$ cat src/rtl/condicionador_botoes.sv
// Conditions eight raw push-buttons: 2-flop synchronizer, per-button debounce FSM,
// one-cycle press pulses gated by habilita, and a saturating count of pulse cycles.
module condicionador_botoes #(
    parameter int DEBOUNCE_CYCLES = 500000
) (
    input  logic       clk,
    input  logic       rst,
    input  logic [7:0] botoes_brutos,
    input  logic       habilita,
    input  logic       zerar_jogadas,
    output logic [7:0] botoes_pulso,
    output logic [7:0] botoes_estavel,
    output logic [7:0] jogadas
);

    localparam int CW = $clog2(DEBOUNCE_CYCLES) + 1;
    localparam logic [CW-1:0] LAST = CW'(DEBOUNCE_CYCLES - 1);

    typedef enum logic [1:0] {
        IDLE,
        PRESS_WAIT,
        HELD,
        RELEASE_WAIT
    } estado_t;

    logic [7:0] r_s1;
    logic [7:0] r_s2;
    logic [7:0] r_pulso;
    logic [7:0] r_estavel;
    logic [7:0] r_jogadas;
    logic [7:0] w_aceita;
    logic [7:0] w_estavel_next;

    always_ff @(posedge clk or posedge rst) begin
        if (rst) begin
            r_s1 <= '0;
            r_s2 <= '0;
        end else begin
            r_s1 <= botoes_brutos;
            r_s2 <= r_s1;
        end
    end

    genvar gi;
    generate
        for (gi = 0; gi < 8; gi++) begin : g_botao
            estado_t       r_estado;
            estado_t       w_estado_next;
            logic [CW-1:0] r_cont;
            logic [CW-1:0] w_cont_next;
            logic          w_aceita_bit;

            always_comb begin
                w_estado_next = r_estado;
                w_cont_next   = r_cont;
                w_aceita_bit  = 1'b0;
                case (r_estado)
                    IDLE: begin
                        if (r_s2[gi]) begin
                            w_estado_next = PRESS_WAIT;
                            w_cont_next   = '0;
                        end
                    end
                    PRESS_WAIT: begin
                        if (!r_s2[gi]) begin
                            w_estado_next = IDLE;
                        end else if (r_cont == LAST) begin
                            w_estado_next = HELD;
                            w_aceita_bit  = 1'b1;
                        end else begin
                            w_cont_next = r_cont + CW'(1);
                        end
                    end
                    HELD: begin
                        if (!r_s2[gi]) begin
                            w_estado_next = RELEASE_WAIT;
                            w_cont_next   = '0;
                        end
                    end
                    RELEASE_WAIT: begin
                        // A bounce back high returns to HELD silently: still the same press.
                        if (r_s2[gi]) begin
                            w_estado_next = HELD;
                        end else if (r_cont == LAST) begin
                            w_estado_next = IDLE;
                        end else begin
                            w_cont_next = r_cont + CW'(1);
                        end
                    end
                    default: begin
                        w_estado_next = IDLE;
                        w_cont_next   = '0;
                    end
                endcase
            end

            always_ff @(posedge clk or posedge rst) begin
                if (rst) begin
                    r_estado <= IDLE;
                    r_cont   <= '0;
                end else begin
                    r_estado <= w_estado_next;
                    r_cont   <= w_cont_next;
                end
            end

            assign w_aceita[gi]       = w_aceita_bit;
            assign w_estavel_next[gi] = (w_estado_next == HELD) || (w_estado_next == RELEASE_WAIT);
        end
    endgenerate

    // FSMs keep tracking while disabled; only the pulse is masked.
    always_ff @(posedge clk or posedge rst) begin
        if (rst) begin
            r_pulso   <= '0;
            r_estavel <= '0;
        end else begin
            r_pulso   <= habilita ? w_aceita : 8'h00;
            r_estavel <= w_estavel_next;
        end
    end

    always_ff @(posedge clk or posedge rst) begin
        if (rst) begin
            r_jogadas <= '0;
        end else if (zerar_jogadas) begin
            r_jogadas <= '0;
        end else if ((r_pulso != 8'h00) && (r_jogadas != 8'hFF)) begin
            r_jogadas <= r_jogadas + 8'd1;
        end
    end

    assign botoes_pulso   = r_pulso;
    assign botoes_estavel = r_estavel;
    assign jogadas        = r_jogadas;

endmodule

$ cat config.mk
export PLATFORM = sky130hd
export DESIGN_NAME = condicionador_botoes
export DESIGN_NICKNAME = d
export VERILOG_FILES = /design/src/rtl/condicionador_botoes.sv
export SDC_FILE = /design/constraint.sdc
export NUM_CORES = 1
export LEC_CHECK = 0
export ABC_AREA = 0
export CAP_MARGIN = 20
export CORE_UTILIZATION = 47
export CTS_BUF_LIST = sky130_fd_sc_hd__clkbuf_8
export DETAILED_ROUTE_END_ITERATION = 16
export GPL_TIMING_DRIVEN = 0
export SETUP_SLACK_MARGIN = 0.15
export SLEW_MARGIN = 20
export SYNTH_ARGS = -nofsm -noshare
export SYNTH_HDL_FRONTEND = slang
export SYNTH_SLANG_ARGS = --single-unit
$ cat constraint.sdc
create_clock -name clk -period 17.77 [get_ports clk]
set_input_delay 1.777 -clock clk [delete_from_list [all_inputs] [get_ports clk]]
set_output_delay 1.777 -clock clk [all_outputs]
set_load 0.005 [all_outputs]
==> qor_table.md <==
| Group | Parameter | Value |
|---|---|---|
| outcome | Run status | finished, final reports clean |
| setup path | Startpoint class of the critical path | register |
| timing | Measured slew at the worst slew-check pin | 910 ps |
| placed design | Post-DP Area | 11800 um2 |
| setup path | Worst r2r src | g_botao[4].r_estado[0] |
| clocking | Max H-tree Level | 2 |
| global routing | First-pass GRT wire length | 42.6 mm |
| placed design | Count of buffers from port buffering | 33 |
| worst hold path | WHS Endpoint | r_s2[4] |
| die | Height of the die | 155 um |
| die | Starting density of the core | 48.3% |
| timing | Setup violators final | 0 |
| die | Overall die area | 24100 um2 |
| timing | Minimum clock period after layout | 3340 ps |
| synthesis | Ys flop type | dfrtp_1 |
| die | Core outline area | 22800 um2 |
| drt | Via/cell ratio | 5.80 |
| setup path | Data required time of the worst path | 15990 ps |
| worst hold path | Hold wc startpoint | r_s1[4] |
| global routing | Antenna violations before repair | 0 |
| drt | Average routed wire per standard cell | 16.0 um |
| drt | Starting DRC count in detailed routing | 549 |
| final layout | Layout filler cell count | 2081 |
| worst hold path | Type of the tightest min-delay check | register to register |
| synthesis | FF+latch count, synth | 216 |
| final layout | Number of antenna cells inserted | 0 |
| placed design | Final weighted congestion in routability-driven placement | 0.858 |
| die | Number of top-level pins | 36 |
| final layout | Number of nets at the end of the flow | 1270 |
| setup path | CP max stage cell | clkdlybuf4s50_1 |
| setup path | Worst-path cell chain | clkdlybuf4s50_1 |
| clocking | Clock buffer count from CTS | 39 |
| synthesis | Fraction of synthesis flops using an asynchronous set or reset pin | 100% |
| pwr | Power density over the cells | 83.1 nW/um2 |
| pwr | Leak pwr | 5.23 nW |
| setup path | Setup crit end kind | primary output |
| global routing | Overflow left after global routing | 0 |
| final layout | Layout cell share with drive strength beyond 1 | 8.47% |
| clocking | CTS Sinks | 216 |
| clocking | Number of buffers inserted for hold repair after clock tree synthesis | 0 |
| worst hold path | Number of instances on the worst hold path | 0 |
| setup path | Arr. time, crit path | 1570 ps |
| global routing | Largest net degree at the start of global routing | 103 |
| die | Die width | 155 um |
| setup path | CP Buf/Inv Count | 1 |
| timing | Clock Skews | 12.5 ps |
| synthesis | Number of enable-type register cells in the synthesized netlist | 0 |
| die | Std-Cell Rows | 55 |
| pwr | Largest voltage drop on the vdd net | 0.0500 mV |
| setup path | Worst R2R End | g_botao[4].r_cont[2] |
| timing | Final Hold Fails | 0 |
| final layout | Layout-stage area growth over the synthesis result | 14.2% |
| flow run | Number of max-capacitance violations reported | 0 |
| placed design | Post-detail-place hpwl | 16.8 mm |
| clocking | # resized after CTS | 0 |
| final layout | Final Cell Area | 12600 um2 |
| setup path | Cell family with the largest share of critical-path delay | buffers and inverters |
| drt | Number of remaining DRC errors | 0 |
| setup path | Delay of the slowest cell on the worst path | 560 ps |
| clocking | Clock root buffer | clkbuf_8 |
| timing | Share of the clock period used by the worst path after layout | 18.8% |
| clocking | TritonCTS clock tree | built |
| placed design | Cell total after placement | 1521 |
| synthesis | Number of nets in the synthesized netlist | 1194 |
| global routing | Via count of the first global-routing pass | 8445 |
| synthesis | Synthesized area | 11000 um2 |
| drt | Vias post-DR | 9213 |
| synthesis | Mean instance size in the synthesized netlist | 9.40 um2 |
| synthesis | Yosys warnings | 0 |
| timing | Worst slew slack as a fraction of its limit | 38.9% |
| setup path | Reg2reg setup slack | 15140 ps |
| clocking | Buffers inserted by post-CTS timing repair | 0 |
| pwr | Total design power | 1.05 mW |
| timing | Setup total negative slack | 0 ps |
| final layout | Final non-filler cell total | 1588 |
| timing | RSZ-0062 raised after global routing | false |
| timing | Final slew viol count | 0 |
| drt | Number of iterations in the first detailed-routing pass | 5 |
| drt | Post-Route WL | 25.4 mm |
| clocking | Clock transition at path regs | 50 ps |
| clocking | Clock network latency to the later pin of the worst-skew pair | 530 ps |
| synthesis | Proportion of synthesized chip area in sequential cells | 49.0% |
| synthesis | Library cells used by synthesis | 69 |
| setup path | Cell depth of the worst flop-to-flop path | 6 |
| setup path | Crit Path Category | register to primary output |
| synthesis | Number of instances in the synthesized netlist | 1173 |
| drt | Residual antenna-violating net count after detailed routing | 0 |
| clocking | Clock tree buffer depth | 3 |
| global routing | Global-route usage over all layers | 21.7% |
| timing | Peak clock frequency supported by timing | 299 MHz |
| setup path | Crit-path max FO | 6 |
-- worst max path at each step --
stage,startpoint,end,cells past startpoint
finish,jogadas[2],jogadas[2],1
CTS,jogadas[0],jogadas[0],1
detailed placement,rst,g_botao[7].r_estado[0],4
floorplan,rst,botoes_estavel[0],1
global placement,rst,g_botao[7].r_cont[10],2
global route,jogadas[2],jogadas[2],1
-- layer usage --
layer  global-route usage, %  routed length (um)  vias to the layer above
met4                    6.72                 376                        0
li1                        -                   -                     4506
met2                    33.7               11600                      172
met5                       0                   0                        -
met1                    30.9               12400                     4500
met3                    3.65                1040                       35
-- metrics by stage --
step	worst slack, ps	utilization (%)	hold WS, ps
finish	14430	55.1	347
global route	14360	55.1	362
CTS	14380	55.1	349
global placement	7080	51.4	335
detailed placement	14400	51.7	336
floorplan	10090	-	331
-- layout make-up --
| type | instances | area (um2) | share of cell area, % |
|---|---|---|---|
| Sequential cell | 216 | 5410 | 42.9 |
| Multi-Input combinational cell | 883 | 5320 | 42.2 |
| Clock buffer | 52 | 716 | 5.68 |
| Tap cell | 313 | 392 | 3.11 |
| Timing Repair Buffer | 35 | 385 | 3.06 |
| Buffer | 47 | 203 | 1.61 |
| Inverter | 27 | 109 | 0.864 |
| Clock inverter | 15 | 62.6 | 0.497 |
-- placed cells by master (no fill, tap or decap), types with 9 or more instances in the layout --
cell,synthesis,layout
nor4b_1,11,11
clkbuf_1,37,37
mux2_2,20,20
o21ai_0,92,92
or3_1,17,17
o211ai_1,12,12
a21oi_1,35,35
clkdlybuf4s50_1,0,33
ha_1,9,9
mux2i_1,10,10
nor3_1,25,25
o31ai_1,42,42
nand4_1,44,44
nor2_1,95,95
xor2_1,24,24
xnor2_1,23,23
a31oi_1,16,16
nor4_1,22,22
or4_1,17,17
nand2_1,132,132
clkbuf_8,0,52
nand3_1,83,83
and4_1,17,17
inv_1,27,36
and3_1,26,26
and2_1,15,15
dfrtp_1,216,216
-- logic make-up after synthesis --
group,share of synthesized area (%)
and+or+nand+nor,26.2
AOI/OAI and AO/OA,14.4
xor gates and xnor gates,3.73
buffers and inverters,2.76
muxes,2.95
DFF,49.0
adders and majority gates,1.02
-- cells in the mapped netlist, types with 22 or more instances --
cell	number	share of area [%]
nand4_1	44	2.5
clkbuf_1	37	1.3
inv_1	27	0.92
nor3_1	25	1.1
dfrtp_1	216	49
and3_1	26	1.5
nand3_1	83	3.8
xnor2_1	23	1.8
xor2_1	24	1.9
o21ai_0	92	4.2
nor2_1	95	3.2
nand2_1	132	4.5
a21oi_1	35	1.6
o31ai_1	42	2.9
nor4_1	22	1.2
-- state kept, by name, indices dropped and copies added, names as in the netlist --
name	cells
g_botao.r_cont	160
g_botao.r_estado	16
botoes_estavel	8
botoes_pulso	8
jogadas	8
r_s1	8
r_s2	8
-- report_power, final --
| group | total [mW] | internal (mW) | leakage [nW] | switching, mW |
|---|---|---|---|---|
| sequential | 0.522 | 0.506 | 2.94 | 0.0164 |
| clock | 0.463 | 0.260 | 0.447 | 0.203 |
| combinational | 0.0611 | 0.0203 | 1.84 | 0.0408 |
(Power assumes the default switching activity.)
